## src/rtl/axis_out_pkg.sv

```systemverilog
// Package for the ping-pong AXI4-Stream output serializer.
// Contents: FSM state enum, ceil-divide helper and the derived per-row beat
// and padding computations shared by the top and the beat counter.
package axis_out_pkg;

  typedef enum logic {
    IDLE = 1'b0,
    SEND = 1'b1
  } state_e;

  function automatic int unsigned ceil_div(input int unsigned a, input int unsigned b);
    return (a + b - 1) / b;
  endfunction

  function automatic int unsigned beats_per_row(input int unsigned row_bits,
                                                input int unsigned packet_size);
    return ceil_div(row_bits, packet_size);
  endfunction

  // Zero LSBs appended to the last beat of each row.
  function automatic int unsigned pad_bits(input int unsigned row_bits,
                                           input int unsigned packet_size);
    return beats_per_row(row_bits, packet_size) * packet_size - row_bits;
  endfunction

endpackage

```

## src/rtl/axi4stream_output_serializer_pp_if.sv

```systemverilog
// Bundle of the frame-input handshake, the AXI4-Stream master signals and
// the status outputs of axi4stream_output_serializer_pp.
//   slave  : view of the serializer (frame in, stream out, status out)
//   master : view of the environment driving it
// Optional macro AXIS_OUT_TKEEP_EN adds tkeep (PACKET_SIZE/8 lanes).
interface axi4stream_output_serializer_pp_if #(
  parameter int unsigned PACKET_SIZE = 8,
  parameter int unsigned BUFFER_SIZE = 40,
  parameter int unsigned CNT_W       = 16
);
  logic [BUFFER_SIZE-1:0] in_data;
  logic                   in_valid;
  logic                   in_ready;
  logic [PACKET_SIZE-1:0] tdata;
  logic                   tvalid;
  logic                   tlast;
  logic                   tuser;
  logic                   tready;
  logic                   busy;
  logic [CNT_W-1:0]       frame_count;
`ifdef AXIS_OUT_TKEEP_EN
  logic [PACKET_SIZE/8-1:0] tkeep;
`endif

  modport slave (
    input  in_data, in_valid, tready,
    output in_ready, tdata, tvalid, tlast, tuser, busy, frame_count
`ifdef AXIS_OUT_TKEEP_EN
    , output tkeep
`endif
  );

  modport master (
    output in_data, in_valid, tready,
    input  in_ready, tdata, tvalid, tlast, tuser, busy, frame_count
`ifdef AXIS_OUT_TKEEP_EN
    , input tkeep
`endif
  );

endinterface

```

## src/rtl/axis_row_beat_counter.sv

```systemverilog
// Beat/row position tracker for the output serializer.
// Ports:
//   clk_i, rst_i  : clock, synchronous active-high reset
//   adv_i         : a beat was transferred this cycle
//   last_beat_o   : current beat is the last of its row
//   first_beat_o  : current beat is the first of the frame
//   final_beat_o  : current beat is the last of the frame
module axis_row_beat_counter #(
  parameter int unsigned BEATS_PER_ROW = 3,
  parameter int unsigned NROWS         = 2
) (
  input  logic clk_i,
  input  logic rst_i,
  input  logic adv_i,
  output logic last_beat_o,
  output logic first_beat_o,
  output logic final_beat_o
);
  localparam int unsigned BEAT_W = (BEATS_PER_ROW > 1) ? $clog2(BEATS_PER_ROW) : 1;
  localparam int unsigned ROW_W  = (NROWS > 1) ? $clog2(NROWS) : 1;

  logic [BEAT_W-1:0] beat_q, beat_d;
  logic [ROW_W-1:0]  row_q, row_d;
  logic              last_row;

  assign last_beat_o  = (beat_q == BEAT_W'(BEATS_PER_ROW - 1));
  assign last_row     = (row_q == ROW_W'(NROWS - 1));
  assign first_beat_o = (beat_q == '0) && (row_q == '0);
  assign final_beat_o = last_beat_o && last_row;

  always_comb begin
    beat_d = beat_q;
    row_d  = row_q;
    if (adv_i) begin
      if (last_beat_o) begin
        beat_d = '0;
        row_d  = last_row ? '0 : row_q + ROW_W'(1);
      end else begin
        beat_d = beat_q + BEAT_W'(1);
      end
    end
  end

  always_ff @(posedge clk_i) begin
    if (rst_i) begin
      beat_q <= '0;
      row_q  <= '0;
    end else begin
      beat_q <= beat_d;
      row_q  <= row_d;
    end
  end

endmodule

```

## src/rtl/axi4stream_output_serializer_pp.sv

```systemverilog
// Ping-pong frame serializer: accepts a NROWS x ROW_BITS frame and streams it
// MSB-first on an AXI4-Stream master, PACKET_SIZE bits per beat, each row
// beat-aligned and closed with tlast; tuser marks start of frame. A holding
// register lets the next frame arrive while the current one streams.
// Ports:
//   aclk, areset : clock, synchronous active-high reset
//   bus (slave)  : in_data/in_valid/in_ready, tdata/tvalid/tlast/tuser/tready,
//                  busy, frame_count (and tkeep with AXIS_OUT_TKEEP_EN)
// Optional macro AXIS_OUT_TKEEP_EN: adds tkeep; PACKET_SIZE must be a
// multiple of 8.
module axi4stream_output_serializer_pp
  import axis_out_pkg::*;
#(
  parameter int unsigned PACKET_SIZE = 8,
  parameter int unsigned ROW_BITS    = 20,
  parameter int unsigned NROWS       = 2,
  parameter int unsigned CNT_W       = 16
) (
  input logic                               aclk,
  input logic                               areset,
  axi4stream_output_serializer_pp_if.slave  bus
);
  localparam int unsigned BUFFER_SIZE   = ROW_BITS * NROWS;
  localparam int unsigned BEATS_PER_ROW = beats_per_row(ROW_BITS, PACKET_SIZE);
  localparam int unsigned PAD           = pad_bits(ROW_BITS, PACKET_SIZE);
  // Shift register carries one spare beat of zeros below the frame so the
  // top PACKET_SIZE bits are always addressable, even for tiny frames.
  localparam int unsigned SR_W          = BUFFER_SIZE + PACKET_SIZE;
  localparam int unsigned LAST_SHIFT    = PACKET_SIZE - PAD;
  localparam logic [PACKET_SIZE-1:0] LAST_MASK = {PACKET_SIZE{1'b1}} << PAD;

  state_e                 state_q, state_d;
  logic [SR_W-1:0]        sr_q, sr_d;
  logic [BUFFER_SIZE-1:0] hold_q, hold_d;
  logic                   hold_full_q, hold_full_d;
  logic                   in_ready_q;
  logic [CNT_W-1:0]       cnt_q, cnt_d;

  logic tvalid, xfer, accept;
  logic last_beat, first_beat, final_beat;
  logic [PACKET_SIZE-1:0] top_bits;

  assign tvalid   = (state_q == SEND);
  assign xfer     = tvalid && bus.tready;
  assign accept   = bus.in_valid && in_ready_q;
  assign top_bits = sr_q[SR_W-1 -: PACKET_SIZE];

  axis_row_beat_counter #(
    .BEATS_PER_ROW (BEATS_PER_ROW),
    .NROWS         (NROWS)
  ) u_cnt (
    .clk_i        (aclk),
    .rst_i        (areset),
    .adv_i        (xfer),
    .last_beat_o  (last_beat),
    .first_beat_o (first_beat),
    .final_beat_o (final_beat)
  );

  always_comb begin
    state_d     = state_q;
    sr_d        = sr_q;
    hold_d      = hold_q;
    hold_full_d = hold_full_q;
    cnt_d       = cnt_q;
    case (state_q)
      IDLE: begin
        if (accept) begin
          sr_d    = {bus.in_data, {PACKET_SIZE{1'b0}}};
          state_d = SEND;
        end
      end
      SEND: begin
        if (xfer)
          sr_d = last_beat ? (sr_q << LAST_SHIFT) : (sr_q << PACKET_SIZE);
        if (xfer && final_beat) begin
          cnt_d = cnt_q + CNT_W'(1);
          // Next frame (held or arriving now) replaces the active one on the
          // same edge, so the stream has no bubble between frames.
          if (hold_full_q) begin
            sr_d        = {hold_q, {PACKET_SIZE{1'b0}}};
            hold_full_d = 1'b0;
          end else if (accept) begin
            sr_d = {bus.in_data, {PACKET_SIZE{1'b0}}};
          end else begin
            state_d = IDLE;
          end
        end else if (accept) begin
          hold_d      = bus.in_data;
          hold_full_d = 1'b1;
        end
      end
      default: state_d = IDLE;
    endcase
  end

  always_ff @(posedge aclk) begin
    if (areset) begin
      state_q     <= IDLE;
      sr_q        <= '0;
      hold_q      <= '0;
      hold_full_q <= 1'b0;
      in_ready_q  <= 1'b1;
      cnt_q       <= '0;
    end else begin
      state_q     <= state_d;
      sr_q        <= sr_d;
      hold_q      <= hold_d;
      hold_full_q <= hold_full_d;
      in_ready_q  <= !hold_full_d;
      cnt_q       <= cnt_d;
    end
  end

  assign bus.in_ready    = in_ready_q;
  assign bus.tvalid      = tvalid;
  assign bus.tdata       = !tvalid ? '0 : (last_beat ? (top_bits & LAST_MASK) : top_bits);
  assign bus.tlast       = tvalid && last_beat;
  assign bus.tuser       = tvalid && first_beat;
  assign bus.busy        = (state_q == SEND) || hold_full_q;
  assign bus.frame_count = cnt_q;

`ifdef AXIS_OUT_TKEEP_EN
  localparam int unsigned KEEP_W = PACKET_SIZE / 8;
  if ((PACKET_SIZE % 8) != 0) begin : g_keep_chk
    $error("AXIS_OUT_TKEEP_EN requires PACKET_SIZE to be a multiple of 8");
  end
  // Lane j counts from the LSB; a lane is kept on the row's last beat when
  // its MSB-first byte position starts inside the valid (unpadded) bits.
  logic [KEEP_W-1:0] keep_last;
  for (genvar j = 0; j < KEEP_W; j++) begin : g_keep
    assign keep_last[j] = ((KEEP_W - 1 - j) * 8 < LAST_SHIFT);
  end
  assign bus.tkeep = !tvalid ? '0 : (last_beat ? keep_last : '1);
`endif

endmodule

```

## src/flat_wrapper.sv

```systemverilog
// flat-port wrapper written by rule: the top's interface ports become plain ports
module axi4stream_output_serializer_pp_flat import axis_out_pkg::*;
#(
  parameter int unsigned PACKET_SIZE = 8,
  parameter int unsigned ROW_BITS    = 20,
  parameter int unsigned NROWS       = 2,
  parameter int unsigned CNT_W       = 16
)
  (aclk, areset, bus_in_data, bus_in_valid, bus_tready, bus_in_ready, bus_tdata, bus_tvalid, bus_tlast, bus_tuser, bus_busy, bus_frame_count);
  axi4stream_output_serializer_pp_if #(.PACKET_SIZE(PACKET_SIZE), .BUFFER_SIZE(40), .CNT_W(CNT_W)) bus_i ();
  input logic aclk;
  input logic areset;
  input wire logic [$bits(bus_i.in_data)-1:0] bus_in_data;
  input wire logic [$bits(bus_i.in_valid)-1:0] bus_in_valid;
  input wire logic [$bits(bus_i.tready)-1:0] bus_tready;
  output wire logic [$bits(bus_i.in_ready)-1:0] bus_in_ready;
  output wire logic [$bits(bus_i.tdata)-1:0] bus_tdata;
  output wire logic [$bits(bus_i.tvalid)-1:0] bus_tvalid;
  output wire logic [$bits(bus_i.tlast)-1:0] bus_tlast;
  output wire logic [$bits(bus_i.tuser)-1:0] bus_tuser;
  output wire logic [$bits(bus_i.busy)-1:0] bus_busy;
  output wire logic [$bits(bus_i.frame_count)-1:0] bus_frame_count;
  assign bus_i.in_data = bus_in_data;
  assign bus_i.in_valid = bus_in_valid;
  assign bus_i.tready = bus_tready;
  assign bus_in_ready = bus_i.in_ready;
  assign bus_tdata = bus_i.tdata;
  assign bus_tvalid = bus_i.tvalid;
  assign bus_tlast = bus_i.tlast;
  assign bus_tuser = bus_i.tuser;
  assign bus_busy = bus_i.busy;
  assign bus_frame_count = bus_i.frame_count;
  axi4stream_output_serializer_pp #(.PACKET_SIZE(PACKET_SIZE), .ROW_BITS(ROW_BITS), .NROWS(NROWS), .CNT_W(CNT_W)) u_core (.aclk(aclk), .areset(areset), .bus(bus_i));
endmodule
```

## config.mk

```make
export PLATFORM = sky130hd
export DESIGN_NAME = axi4stream_output_serializer_pp_flat
export DESIGN_NICKNAME = d
export VERILOG_FILES = /design/src/rtl/axis_out_pkg.sv /design/src/rtl/axi4stream_output_serializer_pp_if.sv /design/src/rtl/axis_row_beat_counter.sv /design/src/rtl/axi4stream_output_serializer_pp.sv /design/src/flat_wrapper.sv
export SDC_FILE = /design/constraint.sdc
export NUM_CORES = 1
export LEC_CHECK = 0
export BUFFER_PORTS_ARGS = -buffer_cell sky130_fd_sc_hd__buf_2
export CAP_MARGIN = 20
export CORE_MARGIN = 1
export CORE_UTILIZATION = 42
export DETAILED_ROUTE_END_ITERATION = 12
export GPL_TIMING_DRIVEN = 0
export PLACE_DENSITY = 0.67
export SLEW_MARGIN = 20
export SYNTH_ARGS = -nofsm -noshare
export SYNTH_HDL_FRONTEND = slang
export SYNTH_SLANG_ARGS = --single-unit
```

## constraint.sdc

```tcl
create_clock -name aclk -period 2.1 [get_ports aclk]
set_input_delay 0.105 -clock aclk [delete_from_list [all_inputs] [get_ports aclk]]
set_output_delay 0.105 -clock aclk [all_outputs]
set_load 0.01 [all_outputs]
```

Word level (Yosys, flattened, before mapping)
Index checks and enable logic that the tools add are counted.

storage, ports and cells
  bits in registers = 110
  latch bits = 0
  bits in writable memories = 0
  bits in read-only memories = 0
  input bits = 44
  word-level logic and storage cells = 47
  memories = 0

operators by class
  $add $sub $neg = 3
  $mul = 0
  divide/modulo/power cells = 0
  $lt $le $gt $ge = 0
  equality and inequality tests = 2
  shift-type cells = 0
  muxes and demuxes = 18
  bitwise logic cells = 3
  reductions and logical operators = 13

operators with widths
  operator                                       number
  2-to-1 mux 48 bit                              6
  one-hot mux 48 bit (2 select lines)            1
  adder 16 x 1 -> 16 bit, second input constant  1
  2-to-1 mux 8 bit                               1
  logical AND 1 bit                              7
  2-to-1 mux 1 bit                               7
  2-to-1 mux 4 bit                               1
  AND reduction 2 bit                            2
  NOT 1 bit                                      3
  AND reduction 3 bit                            1
  adder 2 x 1 -> 2 bit, second input constant    1
  == test 2 bit, second input constant           1
  zero test 2 bit                                1
  2-to-1 mux 2 bit                               1
  != test 2 x 1 -> 1 bit, second input constant  1
  one-hot mux 1 bit (2 select lines)             1
  adder 1 bit, second input constant             1
  zero test 1 bit                                1
  logical OR 1 bit                               1

Depth between registers and ports, before layout
Gate-level depths: netlist of the first run.

  depth in word-level cells = 7
  depth in mapped cells = 7

Modules after synthesis
From an unflattened synthesis of the first run, not the netlist that was laid out.

second synthesis, totals
  cells, all modules = 692
  area, all modules = 5570.3 µm²

by module, submodules not included
  module                           times used  cells an instance  area an instance (µm²)
  axi4stream_output_serializer_pp  1           676                5421.4
  axis_row_beat_counter            1           16                 148.9

Worst setup path before layout of the first run
Ideal clock, no wire load.

  path kind = register to register
  start = register u_core.state_q (netlist: u_core.bus.tvalid)
  end = register u_core.sr_q[22]
  library setup time = 0.096 ns
  data arrival time = 1.557 ns
  setup slack = 0.448 ns
  stages on the path, launching flop included = 8
  buffers on the path = 3
  clock period less this slack = 1.652 ns
  cell sequence = dfxtp_1 buf_4 and2_1 buf_2 buf_2 nor2_1 a311o_1 a221oi_1

on the way
  longest elaborated chain between the ends = 6
  elaborated cells between the ends (all ways) = 9
  classes of those cells = eq/ne: 1; mux: 5; bitwise: 1; reduce/logical: 2

RTL lines
  item                                 line                                    RTL
  from (decl)                          axi4stream_output_serializer_pp.sv:32   state_e state_q, state_d;
  from (signal assigned)               axi4stream_output_serializer_pp.sv:106  state_q <= state_d;
  logical AND 1 bit                    axi4stream_output_serializer_pp.sv:44   assign xfer = tvalid && bus.tready;
  2-to-1 mux 48 bit                    axi4stream_output_serializer_pp.sv:74   if (xfer)
  2-to-1 mux 48 bit                    axi4stream_output_serializer_pp.sv:83   end else if (accept) begin
  2-to-1 mux 48 bit                    axi4stream_output_serializer_pp.sv:80   if (hold_full_q) begin
  2-to-1 mux 48 bit                    axi4stream_output_serializer_pp.sv:76   if (xfer && final_beat) begin
  one-hot mux 48 bit (2 select lines)  axi4stream_output_serializer_pp.sv:66   case (state_q)
  to (signal assigned)                 axi4stream_output_serializer_pp.sv:107  sr_q <= sr_d;
  to (decl)                            axi4stream_output_serializer_pp.sv:33   logic [SR_W-1:0] sr_q, sr_d;

Parallel ways exist; a longest one is shown, timed or not.
A chain may end at the register's enable or synchronous reset.

Final worst setup path of the first run
  start = register u_core.u_cnt.beat_q[1]
  end = register u_core.sr_q[40]

on the way
  longest elaborated chain between the ends = 7
  elaborated cells between the ends (all ways) = 9
  classes of those cells = eq/ne: 1; mux: 6; reduce/logical: 2

RTL lines
  item                                     line                                   RTL
  from (decl)                              axis_row_beat_counter.sv:22            logic [BEAT_W-1:0] beat_q, beat_d;
  from (signal assigned)                   axis_row_beat_counter.sv:49            beat_q <= beat_d;
  == test 2 bit (*)                        axis_row_beat_counter.sv:26            assign last_beat_o = (beat_q == BEAT_W'(BEATS_PER_ROW - 1));
  2-to-1 mux 48 bit                        axi4stream_output_serializer_pp.sv:75  sr_d = last_beat ? (sr_q << LAST_SHIFT) : (sr_q << PACKET_SIZE);
  2-to-1 mux 48 bit                        axi4stream_output_serializer_pp.sv:74
  2-to-1 mux 48 bit                        axi4stream_output_serializer_pp.sv:83
  2-to-1 mux 48 bit                        axi4stream_output_serializer_pp.sv:80
  2-to-1 mux 48 bit (*)                    axi4stream_output_serializer_pp.sv:76
  one-hot mux 48 bit (2 select lines) (*)  axi4stream_output_serializer_pp.sv:66

Every way passes the cells marked *; elsewhere a longest branch is shown, timed or not.

==> key figures, run 1 <==
Status
  – Status: finished, final reports clean

STA
  – RSZ-0062 raised after global routing: yes
  – Final TNS setup: 0 ns
  – Worst slew pin tran: slightly above 0.7 ns
  – Fmax: around 0.49 GHz
  – Final worst-path cycle share: a little over nine tenths
  – Final setup fails: 0
  – Max-slew violations: 0
  – Relative slew slack: 51.5%
  – Final Worst Setup Slack: between 0.07 and 0.08 ns
  – Final Skew: approximately 0.011 ns
  – Final Hold Viols: 0
  – Min cycle time layout: 2.02 ns
  – Fin Hold WS: 0.00767 ns

Setup path
  – R2r setup slk: about 0.078 ns
  – FF-to-FF path depth: 5
  – CP Max Fanout: 10
  – WP data arrival: between 2 and 2.5 ns
  – R2r endpoint: u_core.sr_q[40]
  – Critical setup path kind: flop to flop
  – Critical Path RT: 2.32 ns
  – Worst setup SP type: flop
  – Crit end category: flop
  – RR Startpoint: u_core.u_cnt.beat_q[1]

Power
  – IR drop worst, VDD: between 0.4 and 0.5 mV
  – Pwr Density: around 670 mW/mm^2
  – Leak Pwr: between 0.002 and 0.003 uW

Global route
  – Vias in the first global route: between 6000 and 7000
  – Global-route wire length before repair: between 30000 and 40000 um
  – Congestion Overflow GR: 0
  – Maximum number of pins on one net before global-route repair: 20
  – Gr usage total: 26.0%
  – Initial antenna violation count: 0

Final layout
  – Filler cells: between 1000 and 1500
  – Synth-to-Final Area Change: 19.6%
  – Share of cells above drive strength 1: between 15 and 20%
  – Final core utilization: around half
  – Antenna cells: 0
  – Final instance area: 0.00750 sq mm
  – Fin nets: between 900 and 1000

Placed design
  – Hpwl dp: 13700 um
  – Post-place setup slack: -0.103 ns
  – PortBufs: 70
  – Dpl cell area: approximately 0.0069 sq mm
  – RD Place Congestion: between 0.8 and 0.9

Worst hold path
  – Hold Path Class: primary input to flop
  – Hold path depth: 3
  – Hold Crit Start: bus_in_data[31]
  – Hold EP: u_core.hold_q[31]

Logic synthesis
  – FFs w/ async S/R, synth: 0%
  – Sequential area share after synthesis: around a third
  – Area leader, netlist: dfxtp_1
  – Synth area leaders: dfxtp_1 (35%), nand2_1 (12%), a221oi_2 (6.9%), a21oi_1 (6.5%), a311o_1 (6.4%)
  – YS warnings: 0
  – Most instantiated cells after synthesis: nand2_1 (203), dfxtp_1 (110), a21oi_1 (82)
  – Synth cell types: 44
  – Cells after synthesis: 831
  – Syn Area/Cell: ~7.5 sq um
  – Top-count cell post-synth: nand2_1
  – Post-synth EDFFs: 0
  – Synth Flop Type: dfxtp_1
  – Net count after synthesis: between 800 and 900
  – Cell area after synthesis: 0.00627 sq mm
  – Post-synth top area share: approximately a third
  – Synthesized flop and latch total: 110

CTS
  – Clock sink count: 110
  – Clock buffers created by TritonCTS: 9
  – Setup Fix Bufs, Post-CTS: 0
  – CTS root buffer: clkbuf_16
  – Clk_lat worst skew: about 0.37 ns
  – CTS H-tree depth: 3
  – Clk buf depth: 2
  – CTS tree: built
  – Register clock-pin slew on the reported worst setup and hold paths: about 0.08 ns

Drt
  – Vias: about 6500
  – DRC Markers: 0
  – Wire per inst: roughly 17 um
  – Final ANT Viol Nets: 0
  – Vias/cell: about 5.8
  – Drt first pass iters: 5
  – Drt total wl: 19200 um
  – Initial drt markers: roughly 540

Flow run
  – Maximum Capacitance Violations: 0

Floorplanning
  – Row Count: between 40 and 50
  – Starting Density: about 43%
  – Ports: 73
  – Die area: roughly 0.015 sq mm
  – Die height: roughly 120 um
  – Die width: 124 um
  – Core Box Area: roughly 0.015 sq mm
worst max-delay path, cell delays in order (launching register included):
cell	delay, ns
dfxtp_1	0.50
nand4b_1	0.33
nor3_2	0.45
buf_2	0.30
a311o_1	0.21
a221oi_2	0.07
state kept, by name, summed over array words and instances (netlist names):
register / count
u_core.bus.frame_count: 16
u_core.bus.in_ready: 1
u_core.bus.tvalid: 1
u_core.hold_full_q: 1
u_core.hold_q: 40
u_core.sr_q: 48
u_core.u_cnt.beat_q: 2
u_core.u_cnt.last_row: 1
cells by family (layout without fill, tap and decap cells):
family	after synthesis	in the layout	share of synthesized area, %
buffers and inverters	94	211	6.34
and+or+nand+nor	346	346	23.7
xor gates and xnor gates	10	10	1.40
adders and majority gates	1	1	0.199
AOI/OAI and AO/OA	260	260	31.6
muxes	10	10	1.62
DFF	110	110	35.1
repair_timing:
item                                   in CTS  in global routing
hold buffers                               33                  0
endpoints found under the hold margin      33                  0
gates resized for setup                     8                 14
setup endpoints to repair                  90                 58
cloned                                      0                  0
through the flow:
stage | power [uW] | instances
finish | 5010 | 1132
global placement | 3280 | 1085
global route | 5240 | 1132
detailed placement | 3300 | 1085
CTS | 5030 | 1134
floorplan | 3000 | 831
cell usage in the layout (no fill, tap or decap), drive strengths merged, types with 2 or more instances in the layout:
master / netlist / final
nand2: 203 / 203
dfxtp: 110 / 110
buf: 37 / 104
a21oi: 82 / 82
nor2: 60 / 60
clkbuf: 44 / 54
a311o: 40 / 40
a221oi: 40 / 40
nand3: 39 / 39
o21ai: 35 / 35
a21boi: 33 / 33
dlygate4sd3: 0 / 33
inv: 12 / 16
a31oi: 14 / 14
and2: 10 / 10
mux2i: 9 / 9
a22oi: 7 / 7
nor3: 7 / 7
and3: 6 / 6
xnor2: 5 / 5
xor2: 5 / 5
a22o: 4 / 4
nand4: 4 / 4
o31ai: 3 / 3
or4: 3 / 3
clkinv: 1 / 3
nand2b: 2 / 2
or3: 2 / 2
nor4: 2 / 2
or2: 2 / 2
nand4b: 2 / 2
how the worst max path moves through the flow:
stage                            from         endpoint  depth (start not counted)
2_1_floorplan       u_core.bus.tvalid  u_core.sr_q[22]                          7
3_3_place_gp       u_core.hold_full_q  u_core.sr_q[14]                          6
3_5_place_dp       u_core.hold_full_q  u_core.sr_q[14]                          6
4_1_cts             u_core.bus.tvalid        bus_tuser                          6
5_1_grt        u_core.u_cnt.beat_q[1]  u_core.sr_q[39]                          5
6_report       u_core.u_cnt.beat_q[1]  u_core.sr_q[40]                          5
routing by layer:
| metal | global-route usage (%) | up-vias | part of all wire, % |
|---|---|---|---|
| met5 | 0 | - | 0 |
| met1 | 34.3 | 3116 | 46 |
| li1 | - | 3198 | - |
| met3 | 5.36 | 25 | 5.8 |
| met4 | 7.07 | 0 | 1.4 |
| met2 | 42.6 | 202 | 46 |
area by class of cell:
type                       count  area [sq um]  share of cell area (%)
buffer                        79           359                    4.79
clock buffer                   9           225                    3.00
clock inverter                 7          57.6                   0.768
inverter                      13          51.3                   0.684
multi-input combinational    627          3690                    49.2
sequential                   110          2200                    29.4
tap                          184           230                    3.07
timing repair buffer         103           681                    9.08
where the power goes:
group	leakage, uW	switching [uW]	internal [uW]	total, uW
clock network	0.000140	867	826	1690
registers	0.000899	117	2200	2320
logic	0.00169	585	417	1000
total	0.00272	1570	3440	5010
Power figures use the tool's default switching activity.
==> run 2: changes to the inputs <==
--- a/config.mk
+++ b/config.mk
@@ -11,6 +11,8 @@
 export CORE_UTILIZATION = 42
 export DETAILED_ROUTE_END_ITERATION = 12
 export GPL_TIMING_DRIVEN = 0
+export HOLD_SLACK_MARGIN = 0.1
+export MAX_ROUTING_LAYER = met4
 export PLACE_DENSITY = 0.67
 export SLEW_MARGIN = 20
 export SYNTH_ARGS = -nofsm -noshare
==> run 2 against run 1 <==
Against the previous run:
- power grew 0.24%
- cell area grew 0.92%
- global-route usage grew 0.77 points
- combinational power is essentially flat
- sequential share of layout area shrank 0.27 points
- first-iteration DRC count shrank 2.6%
- wire length grew 0.64%
- critical path depth is the same
- sequential cell count is the same
- non-clock buffer count grew 7
- hold slack gained 0.14 ns
- count of clock-buffer cells in the layout is the same
- highest routed layer unchanged
==> key figures, run 2 (same netlist as run 1, synthesis figures left out) <==
Setup path
  – R2r endpoint: u_core.sr_q[40]
  – CP Max Fanout: 10 (unchanged)
  – RR Startpoint: u_core.u_cnt.beat_q[1]
  – Worst setup SP type: flop
  – FF-to-FF path depth: 5 (unchanged)
  – WP data arrival: 2.25 ns (about the same)
  – Critical setup path kind: flop to flop
  – Crit end category: flop
  – R2r setup slk: 0.07 ns (about the same)
  – Worst Setup SP: u_core.u_cnt.beat_q[1]
  – Critical Path RT: 2.31 ns (about the same)

Flow run
  – Maximum Capacitance Violations: 0 (unchanged)

Floorplanning
  – Die height: 124 um (unchanged)
  – Die area: 0.0154 sq mm (unchanged)
  – Die width: 124 um (unchanged)
  – Ports: 73 (unchanged)
  – Row Count: 44 (unchanged)
  – Starting Density: 43.1% (unchanged)
  – Core Box Area: 0.0145 sq mm (unchanged)

Global route
  – Initial antenna violation count: 0 (unchanged)
  – Congestion Overflow GR: 0 (unchanged)
  – Vias in the first global route: 6096 (-0.20%)
  – Maximum number of pins on one net before global-route repair: 20 (unchanged)
  – Gr usage total: 26.7% (+0.77 points)
  – Global-route wire length before repair: 30900 um (+0.11%)

STA
  – Final Hold Viols: 0 (unchanged)
  – Fin Hold WS: 0.146 ns (+0.138 ns)
  – Max-slew violations: 0 (unchanged)
  – RSZ-0062 raised after global routing: yes
  – Relative slew slack: 50.9% (-0.68 points)
  – Final setup fails: 0 (unchanged)
  – Fmax: 0.492 GHz (-0.50%)
  – Final Worst Setup Slack: 0.0680 ns (-0.0102 ns)
  – Final Skew: 0.00872 ns (-0.00195 ns)
  – Min cycle time layout: 2.03 ns (+0.0102 ns)
  – Final worst-path cycle share: 96.8% (+0.48 points)
  – Worst slew pin tran: 0.737 ns (+0.0102 ns)

CTS
  – Clk buf depth: 2 (unchanged)
  – Clk_lat worst skew: 0.37 ns (about the same)
  – CTS root buffer: clkbuf_16
  – CTS H-tree depth: 3 (unchanged)
  – Clock sink count: 110 (unchanged)
  – CTS tree: built
  – Register clock-pin slew on the reported worst setup and hold paths: 0.08 ns (about the same)
  – Clock buffers created by TritonCTS: 9 (unchanged)

Power
  – Int Pwr: 3450 uW (+0.23%)
  – Clock network fraction of total power: 33.7% (about the same)
  – IR drop worst, VDD: 0.456 mV (+0.35%)
  – Logic gate share of total power: 20.2% (+0.2 points)
  – Leak Pwr: 0.00275 uW (+1.0%)
  – Switching power: 1570 uW (+0.24%)
  – Pwr Density: 664 mW/mm^2 (-0.68%)
  – Seq pwr share: 46.1% (about the same)
  – Sw Ratio: 31.3% (about the same)

Drt
  – Drt first pass iters: 5 (unchanged)
  – Initial drt markers: 525 (-2.6%)
  – Wire per inst: 17.0 um (about the same)
  – Vias: 6548 (+0.11%)
  – Vias/cell: 5.75 (-0.51%)
  – Drt total wl: 19300 um (+0.64%)
  – Final ANT Viol Nets: 0 (unchanged)
  – DRC Markers: 0 (unchanged)

Worst hold path
  – Hold path depth: 4 (+1)
  – Hold EP: u_core.u_cnt.beat_q[1]
  – Hold Crit Start: bus_tready
  – Hold Path Class: primary input to flop

Placed design
  – Hpwl dp: 13700 um (unchanged)
  – Post-place setup slack: -0.103 ns (unchanged)
  – Dpl cell area: 0.00685 sq mm (unchanged)
  – PortBufs: 70 (unchanged)
  – RD Place Congestion: 0.914 (+1.7%)
  – Cells after DPL: 1085 (unchanged)

Final layout
  – Commonest cells after routing, fill and taps aside: nand2_1 (203), dfxtp_1 (110), buf_2 (94)
  – Max reg flops: 48 (unchanged)
  – Final instance area: 0.00757 sq mm (+0.92%)
  – Share of cells above drive strength 1: 17.2% (-0.13 points)
  – Commonest non-fill, non-tap cell in the layout: nand2_1
  – Fin cells: 1139 (+0.62%)
  – Antenna cells: 0 (unchanged)
  – Fin nets: 995 (+0.71%)
  – Synth-to-Final Area Change: 20.7%
  – Top reg by flops: u_core.sr_q
  – Filler cells: 1469 (-0.34%)

Status
  – Status: finished, final reports clean
==> run 2: cell types whose count changed in the layout (fill, tap and decap cells not counted) <==
cell,delta
inv_4,-1
dlygate4sd3_1,+7
clkinv_2,+1
==> run 2: what timing repair did <==
item                                   in CTS  in global routing
setup endpoints to repair                  90                 59
gates resized for setup                     8                 13
hold buffers                               40                  0
cloned                                      0                  0
endpoints found under the hold margin      40                  0
buffers inserted                            0                  0
==> run 2: how the worst max path moves through the flow <==
stage / end / slack, ns
floorplan: u_core.sr_q[22] / 0.45
global placement: u_core.sr_q[14] / -0.05
detailed placement: u_core.sr_q[14] / -0.10
CTS: bus_tuser / 0.04
global route: u_core.sr_q[39] / -0.03
finish: u_core.sr_q[40] / 0.07
==> run 2: metal layers <==
layer | track usage [%] | routed length, um
met1 | 34.4 | 8960
met2 | 42.7 | 8990
met3 | 5.22 | 1070
met4 | 6.99 | 314
met5 | - | 0
==> run 2: area by class of cell <==
class                   count  area [sq um]  share of cell area [%]
well taps                 184           230                    3.04
flip-flops and latches    110          2200                    29.1
multi-input cells         627          3690                    48.8
clock buffers               9           225                    2.98
repair buffers            110           751                    9.92
inverters                  13          50.0                   0.661
clock inverters             7          57.6                   0.761
plain buffers              79           359                    4.75
==> run 2: stage by stage <==
stage / setup TNS [ns] / util (%) / power, uW
6_report: 0 / 52.1 / 5020
4_1_cts: 0 / 52.0 / 5040
3_3_place_gp: -0.926 / 47.1 / 3280
3_5_place_dp: -2.75 / 47.1 / 3300
5_1_grt: -0.130 / 52.1 / 5250
2_1_floorplan: 0 / - / 3000
==> run 2: worst max-delay path, cell delays in order, from the launching register on <==
cell and delay (ns):
dfxtp_1 0.51, nand4b_1 0.33, nor3_2 0.46, buf_2 0.30
a311o_1 0.20, a221oi_2 0.07
==> run 2: power groups by stage <==
stage / registers (uW) / clock network (uW) / logic (uW)
after CTS: 2310 / 1720 / 1000
after global routing: 2330 / 1810 / 1110
after detailed placement: 2360 / 0 / 939
final: 2320 / 1690 / 1010
after global placement: 2360 / 0 / 927
after floorplan: 2320 / 0 / 685
==> run 3: changes to the inputs <==
--- a/config.mk
+++ b/config.mk
@@ -8,12 +8,12 @@
 export BUFFER_PORTS_ARGS = -buffer_cell sky130_fd_sc_hd__buf_2
 export CAP_MARGIN = 20
 export CORE_MARGIN = 1
-export CORE_UTILIZATION = 42
+export CORE_UTILIZATION = 46
 export DETAILED_ROUTE_END_ITERATION = 12
 export GPL_TIMING_DRIVEN = 0
 export HOLD_SLACK_MARGIN = 0.1
 export MAX_ROUTING_LAYER = met4
-export PLACE_DENSITY = 0.67
+export PLACE_DENSITY = 0.71
 export SLEW_MARGIN = 20
 export SYNTH_ARGS = -nofsm -noshare
 export SYNTH_HDL_FRONTEND = slang
==> run 3 against run 2 <==
Against the previous run:
- die area is 8.6% lower
- critical path depth is 1 higher
- combinational power hardly changed
- final cell count is 0.53% lower
- first-iteration DRC count is 21% higher
- sequential share of layout area hardly changed
- hold slack worse by 0.0024 ns
- clock power is 8% higher
==> key figures, run 3 (same netlist as run 1, synthesis figures left out) <==
Status
  – Status: finished, final reports clean

Drt
  – Drt first pass iters: 5 (unchanged)
  – Drt total wl: 18900 um (-2.2%)
  – Vias: 6590 (+0.64%)
  – Final ANT Viol Nets: 0 (unchanged)
  – Vias/cell: 5.82 (+1.2%)
  – DRC Markers: 0 (unchanged)
  – Initial drt markers: 637 (+21%)
  – Wire per inst: 16.7 um (-1.7%)

Global route
  – Global-route wire length before repair: 31200 um (+0.76%)
  – Vias in the first global route: 6252 (+2.6%)
  – Initial antenna violation count: 0 (unchanged)
  – Maximum number of pins on one net before global-route repair: 20 (unchanged)
  – Gr usage total: 28.5% (+1.7 points)
  – Congestion Overflow GR: 0 (unchanged)

STA
  – RSZ-0062 raised after global routing: yes
  – Max-slew violations: 0 (unchanged)
  – Relative slew slack: 52.4% (+1.6 points)
  – Fmax: 0.483 GHz (-1.8%)
  – Final worst-path cycle share: 98.6% (+1.8 points)
  – Final Hold Viols: 0 (unchanged)
  – Final Skew: 0.00979 ns (+0.00107 ns)
  – Min cycle time layout: 2.07 ns (+0.0381 ns)
  – Worst slew pin tran: 0.714 ns (-0.0236 ns)
  – Final setup fails: 0 (unchanged)

Final layout
  – Synth-to-Final Area Change: 20.9%
  – Final core utilization: 57.0% (+4.9 points)
  – Max reg flops: 48 (unchanged)
  – Antenna cells: 0 (unchanged)
  – Top reg by flops: u_core.sr_q
  – Commonest cells after routing, fill and taps aside: nand2_1 (203), dfxtp_1 (110), buf_2 (94)
  – Fin cells: 1133 (-0.53%)
  – Share of cells above drive strength 1: 16.9% (-0.24 points)
  – Fin nets: 997 (+0.20%)
  – Commonest non-fill, non-tap cell in the layout: nand2_1
  – Final instance area: 0.00758 sq mm (+0.17%)

CTS
  – Clock buffers created by TritonCTS: 9 (unchanged)
  – Clk buf depth: 2 (unchanged)
  – CTS root buffer: clkbuf_16
  – CTS H-tree depth: 3 (unchanged)
  – Clk_lat worst skew: 0.37 ns (about the same)
  – CTS tree: built
  – Setup Fix Bufs, Post-CTS: 0 (unchanged)
  – Register clock-pin slew on the reported worst setup and hold paths: 0.08 ns (about the same)
  – Clock sink count: 110 (unchanged)

Setup path
  – Critical-path cell list: buf_4 -> clkinv_2 -> clkbuf_4 -> clkbuf_4 -> nor4_1 -> buf_2
  – Buf/Inv on CP: 5 (+4)
  – CP Max Fanout: 10 (unchanged)
  – Most used cell, CP: clkbuf_4
  – WP depth: 6 (+1)
  – CP max stage delay: 0.34 ns (-0.17 ns)
  – Critical Path RT: 2.00 ns (-0.31 ns)
  – Crit end category: output port
  – Delay-heaviest family, CP: buffers and inverters
  – Worst setup SP type: flop
  – FF-to-FF path depth: 5 (unchanged)
  – Slowest-stage cell, CP: dfxtp_1
  – WP data arrival: 1.97 ns (-0.28 ns)
  – Critical setup path kind: flop to output port

Floorplanning
  – Core Box Area: 0.0133 sq mm (-8.5%)
  – Row Count: 42 (-4.5%)
  – Die area: 0.0141 sq mm (-8.6%)
  – Die width: 119 um (-4.4%)
  – Die height: 119 um (-4.4%)
  – Ports: 73 (unchanged)
  – Starting Density: 47.2% (+4.0 points)

Placed design
  – RD Place Congestion: 0.903 (-1.2%)
  – PortBufs: 70 (unchanged)
  – Hpwl dp: 13300 um (-2.8%)
  – Cells after DPL: 1077 (-0.74%)
  – Dpl cell area: 0.00684 sq mm (-0.15%)

Power
  – Leak Pwr: 0.00276 uW (+0.39%)
  – Power Total: 5150 uW (+2.5%)
  – IR drop worst, VDD: 0.422 mV (-7.4%)
  – Pwr Density: 679 mW/mm^2 (+2.3%)

Worst hold path
  – Hold path depth: 4 (unchanged)
  – Hold Path Class: primary input to flop

Flow run
  – Maximum Capacitance Violations: 0 (unchanged)
run 3: cell count changes in the layout (fill, tap and decap cells not counted), sizes merged:
cell	before	now
buf	104	105
bufinv	0	1
clkbuf	54	56
clkinv	4	2
clkinvlp	1	0
inv	15	16
run 3: area by class of cell:
cell class	instances	area, sq um
fill	1297	5720
multi-input combinational	627	3690
sequential	110	2200
timing repair buffer	110	751
buffer	81	365
clock buffer	10	229
tap	176	220
clock inverter	6	76.3
inverter	13	50.0
run 3: metrics by stage:
step                      hold slack, ns  setup WS (ns)  TNS (ns)
final                              0.144         0.0299         0
after CTS                          0.129         0.0418         0
after global routing               0.175         -0.124     -2.24
after global placement             0.361        -0.0256    -0.140
after floorplan                    0.241          0.448         0
after detailed placement           0.364        -0.0233   -0.0251
run 3: worst register-to-register path, cell delays in order, from the launching register on:
cell and delay (ns):
dfxtp_1 0.50, nand4b_1 0.30, nor2_2 0.48, buf_2 0.32, a21oi_1 0.12, a221oi_2 0.25
run 3: worst paths after layout:
check	start	to	slack, ns
hold / removal	bus_tready	u_core.u_cnt.beat_q[1]	0.14
hold reg to reg	u_core.hold_q[5]	u_core.hold_q[5]	0.46
setup reg to reg	u_core.u_cnt.beat_q[1]	u_core.sr_q[15]	0.04
setup / recovery	u_core.bus.tvalid	bus_tuser	0.03
run 3: metal layers:
metal,routed length (um),vias up,GRT usage (%)
met5,0,-,-
met4,400,0,9.57
met3,1290,36,5.41
met2,8640,245,44.5
met1,8580,3094,36.8
li1,-,3215,-
run 3: where the power goes:
group	leakage (uW)	switching, uW	internal, uW	total [uW]
Combinational	0.00171	588	425	1010
Clock	0.000150	871	951	1820
Sequential	0.000899	113	2200	2310
Total	0.00276	1570	3580	5150
run 3: timing repair:
action / CTS / global route
setup endpoints to repair: 21 / 77
hold buffers: 40 / 0
endpoints found under the hold margin: 40 / 0
resized for setup: 7 / 12
